`src/rtl/cond_unit.sv`:
```
`default_nettype none
// ============================================================================
// Module   : cond_unit
// Purpose  : ARM condition check on Execute: gates controls and owns the NZCV
//            flag register. Define COND_STATS_EN for exec/squash counters.
// Revision : 1.0 - initial release
// ============================================================================
module cond_unit (
  input  logic        CLK,
  input  logic        RESET_N,
  input  logic        ENE,
  input  logic [3:0]  CondE,
  input  logic [1:0]  FlagWriteE,
  input  logic [3:0]  ALUFlags,
  input  logic        PCSrcE,
  input  logic        RegWriteE,
  input  logic        MemWriteE,
  input  logic        BranchE,
  output logic        PCSrcGE,
  output logic        RegWriteGE,
  output logic        MemWriteGE,
  output logic        BranchTakenE,
  output logic        CondExE,
  output logic [3:0]  FlagsQ
`ifdef COND_STATS_EN
  ,
  output logic [15:0] ExecCount,
  output logic [15:0] SquashCount
`endif
);

  logic n_flag;
  logic z_flag;
  logic c_flag;
  logic v_flag;
  logic cond_pass;
  logic exec_ok;

  // Condition is judged on the committed flags, never on this cycle's ALU result
  assign {n_flag, z_flag, c_flag, v_flag} = FlagsQ;

  always_comb begin
    cond_pass = 1'b1;
    case (CondE)
      4'b0000: cond_pass = z_flag;
      4'b0001: cond_pass = ~z_flag;
      4'b0010: cond_pass = c_flag;
      4'b0011: cond_pass = ~c_flag;
      4'b0100: cond_pass = n_flag;
      4'b0101: cond_pass = ~n_flag;
      4'b0110: cond_pass = v_flag;
      4'b0111: cond_pass = ~v_flag;
      4'b1000: cond_pass = c_flag & ~z_flag;
      4'b1001: cond_pass = ~c_flag | z_flag;
      4'b1010: cond_pass = (n_flag == v_flag);
      4'b1011: cond_pass = (n_flag != v_flag);
      4'b1100: cond_pass = ~z_flag & (n_flag == v_flag);
      4'b1101: cond_pass = z_flag | (n_flag != v_flag);
      default: cond_pass = 1'b1;
    endcase
  end

  assign exec_ok      = ENE & cond_pass;
  assign CondExE      = cond_pass;
  assign PCSrcGE      = PCSrcE    & exec_ok;
  assign RegWriteGE   = RegWriteE & exec_ok;
  assign MemWriteGE   = MemWriteE & exec_ok;
  assign BranchTakenE = BranchE   & exec_ok;

  // NZ and CV pairs load independently
  always_ff @(posedge CLK or negedge RESET_N) begin
    if (!RESET_N) begin
      FlagsQ <= 4'b0000;
    end else if (exec_ok) begin
      if (FlagWriteE[1]) FlagsQ[3:2] <= ALUFlags[3:2];
      if (FlagWriteE[0]) FlagsQ[1:0] <= ALUFlags[1:0];
    end
  end

`ifdef COND_STATS_EN
  always_ff @(posedge CLK or negedge RESET_N) begin
    if (!RESET_N) begin
      ExecCount   <= 16'h0000;
      SquashCount <= 16'h0000;
    end else if (ENE) begin
      if (cond_pass) begin
        if (ExecCount != 16'hFFFF) ExecCount <= ExecCount + 16'd1;
      end else begin
        if (SquashCount != 16'hFFFF) SquashCount <= SquashCount + 16'd1;
      end
    end
  end
`endif

endmodule
`default_nettype wire
```
`config.mk`:
```
export PLATFORM = sky130hd
export DESIGN_NAME = cond_unit
export DESIGN_NICKNAME = d
export VERILOG_FILES = /design/src/rtl/cond_unit.sv
export SDC_FILE = /design/constraint.sdc
export NUM_CORES = 1
export LEC_CHECK = 0
export CORE_AREA = 5 5 42 44
export DETAILED_ROUTE_END_ITERATION = 10
export DIE_AREA = 0 0 47 49
export PLACE_DENSITY = 0.77
export SLEW_MARGIN = 30
export SYNTH_ARGS = -nofsm -noshare
export SYNTH_HDL_FRONTEND = slang
export SYNTH_SLANG_ARGS = --single-unit
```
`constraint.sdc`:
```
create_clock -name CLK -period 3 [get_ports CLK]
set_input_delay 0.45 -clock CLK [delete_from_list [all_inputs] [get_ports CLK]]
set_output_delay 0.45 -clock CLK [all_outputs]
set_load 0.02 [all_outputs]
```
==> out/summary.txt, run 1 <==
Status: finished, final reports clean
Worst-Margin Slew: 390.4 ps
DR pass1 iterations: 2
Clk Latency, worst-skew pair: 230 ps
Buffers on Ports: 25
Crit Path Max Fanout: 6
Die footprint: 2303 µm²
Seq pwr share: 24.2%
Largest reg by FF count: FlagsQ
Via density per instance: 4.854
GP Congestion: 0.7135
Worst r2r src: FlagsQ[3]$_DFFE_PN0P_
Placed Instances: 79
Worst EP required: 2550 ps
Worst vdd ir: 0.0003896 V
Cells after Synth: 35
Setup slack, reg-to-reg: 870 ps
Max FFs per register: 4
Final wirelength: 1095 µm
Synth Net Count: 52
# hold bufs at CTS: 0
Synth Warn #: 0
Worst path max stage delay: 590 ps
Top Registers: FlagsQ x4
Fmax: 351.0 MHz
Commonest cells after routing, fill and taps aside: clkdlybuf4s50_1, dfrtp_1, mux2_1, dlymetal6s2s_1, buf_4
DR iter-0 viols: 3
Net Sw Power: 0.1872 mW
Core Area: 1401 µm²
Synthesized flop and latch total: 4
Clock power share: 14.0%
Detailed Place HPWL: 902.5 µm
Endpoint type of the worst setup path: output port
GR Util met3: 2.583%
Grt met1 use: 9.778%
Root Driver: clkbuf_4
Slowest CP cell: clkdlybuf4s50_1
Register area share after synthesis: 28.27%
Comb power frac: 61.8%
Distinct cell type count after synthesis: 21
Die Height: 49 µm
Unrepaired setup endpoints after global routing: no
Synth Area per Inst: 10.12 µm²
Final setup violation count: 0
Worst hold path type: in -> async
Crit share post-route: 94.96%
Setup repair bufs after CTS: 0
Busiest grt layer: met2
CP Depth: 6
Hold_ws: 417.7 ps
WP data arrival: 2400 ps
Final Max Tran Viols: 0
Leakage: 0.3333 nW
CTS tree: built
Number of global-route vias before repair: 439
CTS Buffer Depth: 2
WS Path Type: in -> out
Final cell count without fillers: 82
Final Skew: 3.591 ps
Clk slew on worst S/H paths: 40 ps
Synthesized area: 354.1 µm²
Antenna Cells: 0
Detail Route Antenna Nets: 0
Bufs and invs on worst path: 3
Worst slew margin: 73.64%
Worst setup SP type: primary input
GR Overflow Total: 0
P&R area growth vs syn: 92.23%
Routed length per placed instance: 13.35 µm
TritonCTS buffer count: 3
Layout cells sized above 1: 22.73%
Sw frac: 39.86%
Pint: 0.2825 mW
Power Density: 690.1 nW/µm²
Commonest non-fill, non-tap cell in the layout: clkdlybuf4s50_1
Ports: 26
Routed vias: 398
Crit-path cells: clkdlybuf4s50_1 -> a211oi_1 -> o32a_1 -> o211ai_2 -> buf_4 -> clkdlybuf4s50_1
Sink Count: 4
Drc violations: 0
Delay-heaviest family, CP: buffers and inverters
Tmin final: 2849 ps
R2r worst-path depth: 7
GRT Total Usage: 10.46%
Maxcap violations: 0
Initial Utilization: 25.27%
Global Route met2 Usage: 18.55%
Pin count of the biggest net entering global routing: 8
First-pass GRT wire length: 1766 µm
Final number of hold-violating endpoints: 0
FP Rows: 14
NumNets Final: 85
# H-tree levels: 1
Resized Gates After CTS: 3
Die Width: 47 µm
Most common cell on crit path: clkdlybuf4s50_1
Setup TNS: 0 ps
Initial antenna violation count: 0
Post-layout util: 48.57%
CP Launch Point: CondE[1]
[power by group through the flow]
stage | registers (mW) | logic, mW | clock network [mW]
2_1_floorplan | 0.142 | 0.119 | 0
3_3_place_gp | 0.112 | 0.285 | 0
3_5_place_dp | 0.113 | 0.288 | 0
4_1_cts | 0.114 | 0.294 | 0.0712
5_1_grt | 0.120 | 0.312 | 0.0723
6_report | 0.114 | 0.290 | 0.0657
[final cells by class]
cell class | instances | area [µm²]
multi-input combinational | 28 | 241.5
timing repair buffer | 29 | 289.0
sequential | 4 | 100.1
tap | 16 | 20.02
fill | 148 | 720.7
inverter | 2 | 7.507
clock buffer | 3 | 22.52
[metal layers]
| layer | part of all wire, % | wire length, µm |
|---|---|---|
| met1 | 34 | 374 |
| met5 | 0 | 0 |
| met3 | 7.3 | 80 |
| met4 | 1.8 | 20 |
| met2 | 57 | 620 |
[final timing paths]
check                                         to
max                                      CondExE
max in group asynchronous  FlagsQ[0]$_DFFE_PN0P_
min in group CLK           FlagsQ[1]$_DFFE_PN0P_
min reg2reg                FlagsQ[1]$_DFFE_PN0P_
min                        FlagsQ[2]$_DFFE_PN0P_
max reg2reg                FlagsQ[3]$_DFFE_PN0P_
[worst reg2reg max path, cell delays in order, from the launching register on]
cell and delay, ps:
dfrtp_1 430, xnor2_1 360, a2111oi_2 130, o31ai_1 300, o211ai_2 190, buf_4 190, nand3_2 80, mux2_1 320
[synthesized netlist by cell type (all sizes together)]
library cell | instances | area share (%)
nand3 | 2 | 5.7
o211ai | 1 | 3.5
dfrtp | 4 | 28
a2111oi | 3 | 9.2
o32a | 1 | 2.8
a211oi | 2 | 4.2
nor2b | 2 | 4.9
a21oi | 1 | 1.4
inv | 2 | 2.1
mux2 | 4 | 13
and3 | 4 | 7.8
o31ai | 1 | 2.1
nor2 | 2 | 2.1
nor3 | 1 | 1.4
nand4b | 1 | 2.5
xnor2 | 1 | 2.5
buf | 1 | 3.2
o311ai | 1 | 2.5
nand2 | 1 | 1.1
[stage by stage]
step	total power [mW]	worst slack [ps]	area, µm²
after floorplan	0.2613	743.2	354.1
after global placement	0.3976	-152.0	643.1
after detailed placement	0.4012	-158.7	643.1
after CTS	0.4793	63.00	670.6
after global routing	0.5044	24.97	680.7
final	0.4697	151.1	680.7
[cell families (layout without fill, tap and decap cells)]
| family | Yosys count | after routing | share of synthesized area, % |
|---|---|---|---|
| and+or+nand+nor | 13 | 13 | 25.44 |
| AOI/OAI and AO/OA | 10 | 10 | 25.79 |
| muxes | 4 | 4 | 12.72 |
| DFF | 4 | 4 | 28.27 |
| buffers and inverters | 3 | 34 | 5.301 |
| xor gates and xnor gates | 1 | 1 | 2.474 |
Note: power is estimated with default switching activity, not from simulation.
==> inputs of run 2 (changes only) <==
--- a/config.mk
+++ b/config.mk
@@ -8,7 +8,8 @@
 export CORE_AREA = 5 5 42 44
 export DETAILED_ROUTE_END_ITERATION = 10
 export DIE_AREA = 0 0 47 49
-export PLACE_DENSITY = 0.77
+export DONT_BUFFER_PORTS = 1
+export PLACE_DENSITY = 0.52
 export SLEW_MARGIN = 30
 export SYNTH_ARGS = -nofsm -noshare
 export SYNTH_HDL_FRONTEND = slang
==> run 2 against run 1 <==
Cell count fell by 34%; global-route usage fell by 1.3 points; sequential cell count did not move; utilization fell by 20 points; clock-buffer cell count did not move; hold slack got worse by 67 ps; cell area fell by 42%; clock power fell by 0.8%; largest cell class is now multi-input combinational cells; highest routed layer unchanged.
==> out/summary.txt, run 2 (synthesized netlist as in run 1, its figures left out) <==
Status: finished, final reports clean
FILL cells: 165 (+11%)
Root Driver: clkbuf_4
Ports: 26 (unchanged)
Die Width: 47 µm (unchanged)
Buffers on Ports: 0 (-100%)
Core Area: 1401 µm² (unchanged)
Fmax: 378.4 MHz (+7.8%)
DP Area: 362.8 µm² (-44%)
Finished Cell Area: 395.4 µm² (-42%)
Maxcap violations: 0 (unchanged)
Unrepaired setup endpoints after global routing: no
Placed Instances: 50 (-37%)
Worst EP required: 2550 ps (about the same)
Drc violations: 0 (unchanged)
R2r worst-path depth: 6 (-1)
Crit-path cells: xnor2_1 -> a2111oi_2 -> o31ai_1 -> o211ai_2 -> and3_2
Detailed Place HPWL: 688 µm (-24%)
Final number of hold-violating endpoints: 0 (unchanged)
Tmin final: 2643 ps (-206.4 ps)
Endpoint type of the worst setup path: output port
TritonCTS buffer count: 3 (unchanged)
FP Rows: 14 (unchanged)
CTS tree: built
Detail Route Antenna Nets: 0 (unchanged)
Worst-Margin Slew: 492.7 ps (+102.3 ps)
WS Path Type: reg -> out
CTS Buffer Depth: 2 (unchanged)
GRT Total Usage: 9.110% (-1.3 points)
Slowest CP cell: dfrtp_1
Worst vdd ir: 0.0003275 V (-16%)
DR iter-0 viols: 3 (unchanged)
Worst slew margin: 67.05% (-6.6 points)
Final cell count without fillers: 54 (-34%)
Largest reg by FF count: FlagsQ
Pin count of the biggest net entering global routing: 11 (+3)
Delay-heaviest family, CP: compound AO/OA/AOI/OAI gates
Worst hold path type: in -> reg
Final setup violation count: 0 (unchanged)
Bufs and invs on worst path: 0 (-3)
Routed length per placed instance: 15.46 µm (+16%)
Number of global-route vias before repair: 349 (-21%)
P&R area growth vs syn: 11.66%
Top Registers: FlagsQ x4
Final Skew: 2.063 ps (-1.528 ps)
Initial antenna violation count: 0 (unchanged)
# H-tree levels: 1 (unchanged)
Total power: 0.3477 mW (-26%)
Antenna Cells: 0 (unchanged)
DR pass1 iterations: 2 (unchanged)
Routed vias: 298 (-25%)
Via density per instance: 5.519 (+14%)
Final Max Tran Viols: 0 (unchanged)
Max FFs per register: 4 (unchanged)
Crit share post-route: 88.08% (-6.9 points)
Initial Utilization: 25.27% (unchanged)
Leakage: 0.1507 nW (-55%)
NumNets Final: 57 (-33%)
Hold_ws: 350.4 ps (-67.32 ps)
Setup TNS: 0 ps (unchanged)
Die Height: 49 µm (unchanged)
GR Overflow Total: 0 (unchanged)
Clk slew on worst S/H paths: 40 ps (about the same)
Worst setup SP type: flip-flop
Crit Path Max Fanout: 7 (+1)
CP Depth: 5 (-1)
Final wirelength: 835 µm (-24%)
First-pass GRT wire length: 1504 µm (-15%)
Clk Latency, worst-skew pair: 230 ps (about the same)
Cell depth of the worst min-delay path: 1
Die footprint: 2303 µm² (unchanged)
WP data arrival: 2190 ps (-210 ps)
Worst path max stage delay: 480 ps (-110 ps)
GP Congestion: 0.6828 (-4.3%)
Area occupied by multi-input gates: 235.2 µm² (-2.6%)
Commonest cells after routing, fill and taps aside: dfrtp_1, mux2_1, clkbuf_4
Sink Count: 4 (unchanged)
Register area: 100.1 µm² (unchanged)
Layout cells sized above 1: 28.95% (+6.2 points)
Power Density: 879.3 nW/µm² (+27%)
-- run 2: cell types whose count changed in the layout (fill, tap and decap cells not counted) --
cell	change
buf_4	-4
a2111oi_0	+1
dlymetal6s2s_1	-4
dlygate4sd2_1	-1
dlygate4sd3_1	+1
clkdlybuf4s50_1	-20
nor2b_2	+1
nor2b_4	-1
a2111oi_1	-1
-- run 2: final cells by class --
cell class	instances	area share, %
tap	16	5.063
multi-input combinational	28	59.49
inverter	2	1.899
sequential	4	25.32
timing repair buffer	1	2.532
clock buffer	3	5.696
-- run 2: layer usage --
layer	part of all wire, %	global-route usage, %	vias up
met1	35	9.091	135
met4	2.8	6.912	0
met3	8.5	4.059	3
met5	0	0	-
met2	54	14.03	12
li1	-	-	148
-- run 2: path summary, 6_finish.rpt --
path | to | slack, ps | startpoint
worst max register to register | FlagsQ[1]$_DFFE_PN0P_ | 760 | FlagsQ[3]$_DFFE_PN0P_
worst min-delay path | FlagsQ[3]$_DFFE_PN0P_ | 350 | ALUFlags[3]
max in group asynchronous | FlagsQ[1]$_DFFE_PN0P_ | 2350 | RESET_N
min in group asynchronous | FlagsQ[2]$_DFFE_PN0P_ | 490 | RESET_N
worst min register to register | FlagsQ[1]$_DFFE_PN0P_ | 660 | FlagsQ[1]$_DFFE_PN0P_
worst max-delay path | MemWriteGE | 360 | FlagsQ[3]$_DFFE_PN0P_
-- run 2: what timing repair did --
action	in CTS	in global routing
gates resized for setup	0	0
hold buffers	1	0
hold endpoints to repair	4	0
setup buffers	0	0
-- run 2: power breakdown --
group          internal, mW  switching (mW)
Clock                0.0446          0.0206
Sequential           0.0813          0.0698
Combinational        0.0596          0.0717
Total                 0.186           0.162
-- run 2: stage by stage --
step | worst slack [ps] | utilization, %
6_report | 357.5 | 28.21
5_1_grt | 152.2 | 28.21
4_1_cts | 331.7 | 28.21
3_5_place_dp | 593.0 | 25.89
3_3_place_gp | 624.9 | 25.89
2_1_floorplan | 743.2 | -
==> inputs of run 3 (changes only) <==
--- a/config.mk
+++ b/config.mk
@@ -8,8 +8,8 @@
 export CORE_AREA = 5 5 42 44
 export DETAILED_ROUTE_END_ITERATION = 10
 export DIE_AREA = 0 0 47 49
-export DONT_BUFFER_PORTS = 1
-export PLACE_DENSITY = 0.52
+export PLACE_DENSITY = 0.77
+export SETUP_SLACK_MARGIN = 0.3
 export SLEW_MARGIN = 30
 export SYNTH_ARGS = -nofsm -noshare
 export SYNTH_HDL_FRONTEND = slang
==> run 3 against run 2 <==
Critical path depth increased by 2; setup slack improved by 54 ps; clock-buffer cell count unchanged; first-iteration DRC count increased by 33%; critical endpoint unchanged.
==> out/summary.txt, run 3 (synthesized netlist as in run 1, its figures left out) <==
Tmin final: 2589 ps (-53.96 ps)
WS Path Type: in -> out
Initial antenna violation count: 0 (unchanged)
Die footprint: 2303 µm² (unchanged)
Die Width: 47 µm (unchanged)
DP Area: 643.1 µm² (+77%)
Final wirelength: 1077 µm (+29%)
Via density per instance: 4.878 (-12%)
# hold bufs at CTS: 0 (-1)
DR pass1 iterations: 2 (unchanged)
Final setup violation count: 0 (unchanged)
Clk Latency, worst-skew pair: 230 ps (about the same)
Final Skew: 3.591 ps (+1.528 ps)
Worst vdd ir: 0.0003983 V (+22%)
Largest reg by FF count: FlagsQ
Worst path max stage delay: 490 ps (about the same)
DR iter-0 viols: 4 (+1)
Drc violations: 0 (unchanged)
Layout cells sized above 1: 25.76% (-3.2 points)
Detail Route Antenna Nets: 0 (unchanged)
Initial Utilization: 25.27% (unchanged)
R2r worst-path depth: 7 (+1)
Detailed Place HPWL: 902.5 µm (+31%)
Leakage: 0.2959 nW (+96%)
Setup slack, reg-to-reg: 980 ps (+220 ps)
TritonCTS buffer count: 3 (unchanged)
Status: finished, final reports clean
GR Overflow Total: 0 (unchanged)
Final number of hold-violating endpoints: 0 (unchanged)
Crit-path cells: clkdlybuf4s50_1 -> inv_1 -> a2111oi_2 -> o31ai_1 -> o211ai_2 -> and3_2 -> dlygate4sd2_1
Crit Path Max Fanout: 6 (-1)
Finished Cell Area: 673.1 µm² (+70%)
CTS Buffer Depth: 2 (unchanged)
Worst EP required: 2550 ps (about the same)
Commonest cells after routing, fill and taps aside: clkdlybuf4s50_1, dfrtp_1, mux2_1, dlygate4sd2_1, buf_4
Core Area: 1401 µm² (unchanged)
Die Height: 49 µm (unchanged)
Maxcap violations: 0 (unchanged)
Worst setup SP type: primary input
Top Registers: FlagsQ x4
Clk slew on worst S/H paths: 40 ps (about the same)
Final setup margin: 411.4 ps (+53.96 ps)
Pin count of the biggest net entering global routing: 8 (-3)
Endpoint type of the worst setup path: output port
Routed vias: 400 (+34%)
WP data arrival: 2140 ps (-50 ps)
Setup repair bufs after CTS: 0 (unchanged)
Sink Count: 4 (unchanged)
CTS tree: built
NumNets Final: 85 (+49%)
Antenna Cells: 0 (unchanged)
Buffers on Ports: 25 (+25)
FILL cells: 152 (-7.9%)
Worst slew margin: 76.45% (+9.4 points)
Register area: 100.1 µm² (unchanged)
GRT Total Usage: 10.46% (+1.3 points)
First-pass GRT wire length: 1766 µm (+17%)
Area occupied by multi-input gates: 250.2 µm² (+6.4%)
Post-layout util: 48.04% (+20 points)
Worst hold path type: in -> async
Setup TNS: 0 ps (unchanged)
Root Driver: clkbuf_4
Final Max Tran Viols: 0 (unchanged)
Final cell count without fillers: 82 (+52%)
P&R area growth vs syn: 90.11%
Number of global-route vias before repair: 439 (+26%)
Commonest non-fill, non-tap cell in the layout: clkdlybuf4s50_1
Routed length per placed instance: 13.13 µm (-15%)
Slowest CP cell: clkdlybuf4s50_1
Setup WS pre-CTS: -158.7 ps (-751.7 ps)
Placed Instances: 79 (+58%)
Worst-Margin Slew: 352.4 ps (-140.3 ps)
Max FFs per register: 4 (unchanged)
Crit share post-route: 86.29% (-1.8 points)
Hold_ws: 417.7 ps (+67.30 ps)
Total power: 0.4765 mW (+37%)
Fmax: 386.3 MHz (+2.1%)
# H-tree levels: 1 (unchanged)
FP Rows: 14 (unchanged)
Ports: 26 (unchanged)
GP Congestion: 0.7135 (+4.5%)
Unrepaired setup endpoints after global routing: no
Power Density: 707.9 nW/µm² (-19%)
[run 3: final cells by class]
type,instances,area share [%]
timing repair buffer,29,40.52
tap,16,2.974
sequential,4,14.87
clock buffer,3,3.346
multi-input combinational,28,37.17
inverter,2,1.115
[run 3: repair_timing]
item / CTS / global route
setup endpoints to repair: 5 / 4
gates resized for setup: 8 / 7
gates cloned: 0 / 0
pin swaps: 1 / 1
[run 3: worst paths after layout]
path,from,end
setup / recovery,CondE[3],MemWriteGE
hold / removal,RESET_N,FlagsQ[2]$_DFFE_PN0P_
setup reg to reg,FlagsQ[3]$_DFFE_PN0P_,FlagsQ[0]$_DFFE_PN0P_
hold reg to reg,FlagsQ[1]$_DFFE_PN0P_,FlagsQ[1]$_DFFE_PN0P_
max in group asynchronous,RESET_N,FlagsQ[0]$_DFFE_PN0P_
min in group CLK,FlagsQ[1]$_DFFE_PN0P_,FlagsQ[1]$_DFFE_PN0P_
[run 3: worst max-delay path: cells and delay by family]
kind | cells | cell delay (ps)
AOI/OAI and AO/OA | 3 | 520
and+or+nand+nor | 1 | 240
buffers and inverters | 3 | 930
[run 3: where the power goes]
part | switching, mW | internal [mW]
clock network | 0.0210 | 0.0447
logic | 0.134 | 0.158
registers | 0.0370 | 0.0819
total | 0.192 | 0.284
[run 3: routing by layer]
metal	wire [µm]	GRT usage, %	vias up
met3	79	2.583	2
met5	0	0	-
met2	611	18.55	11
met1	366	9.778	185
li1	-	-	202
met4	20	6.912	0
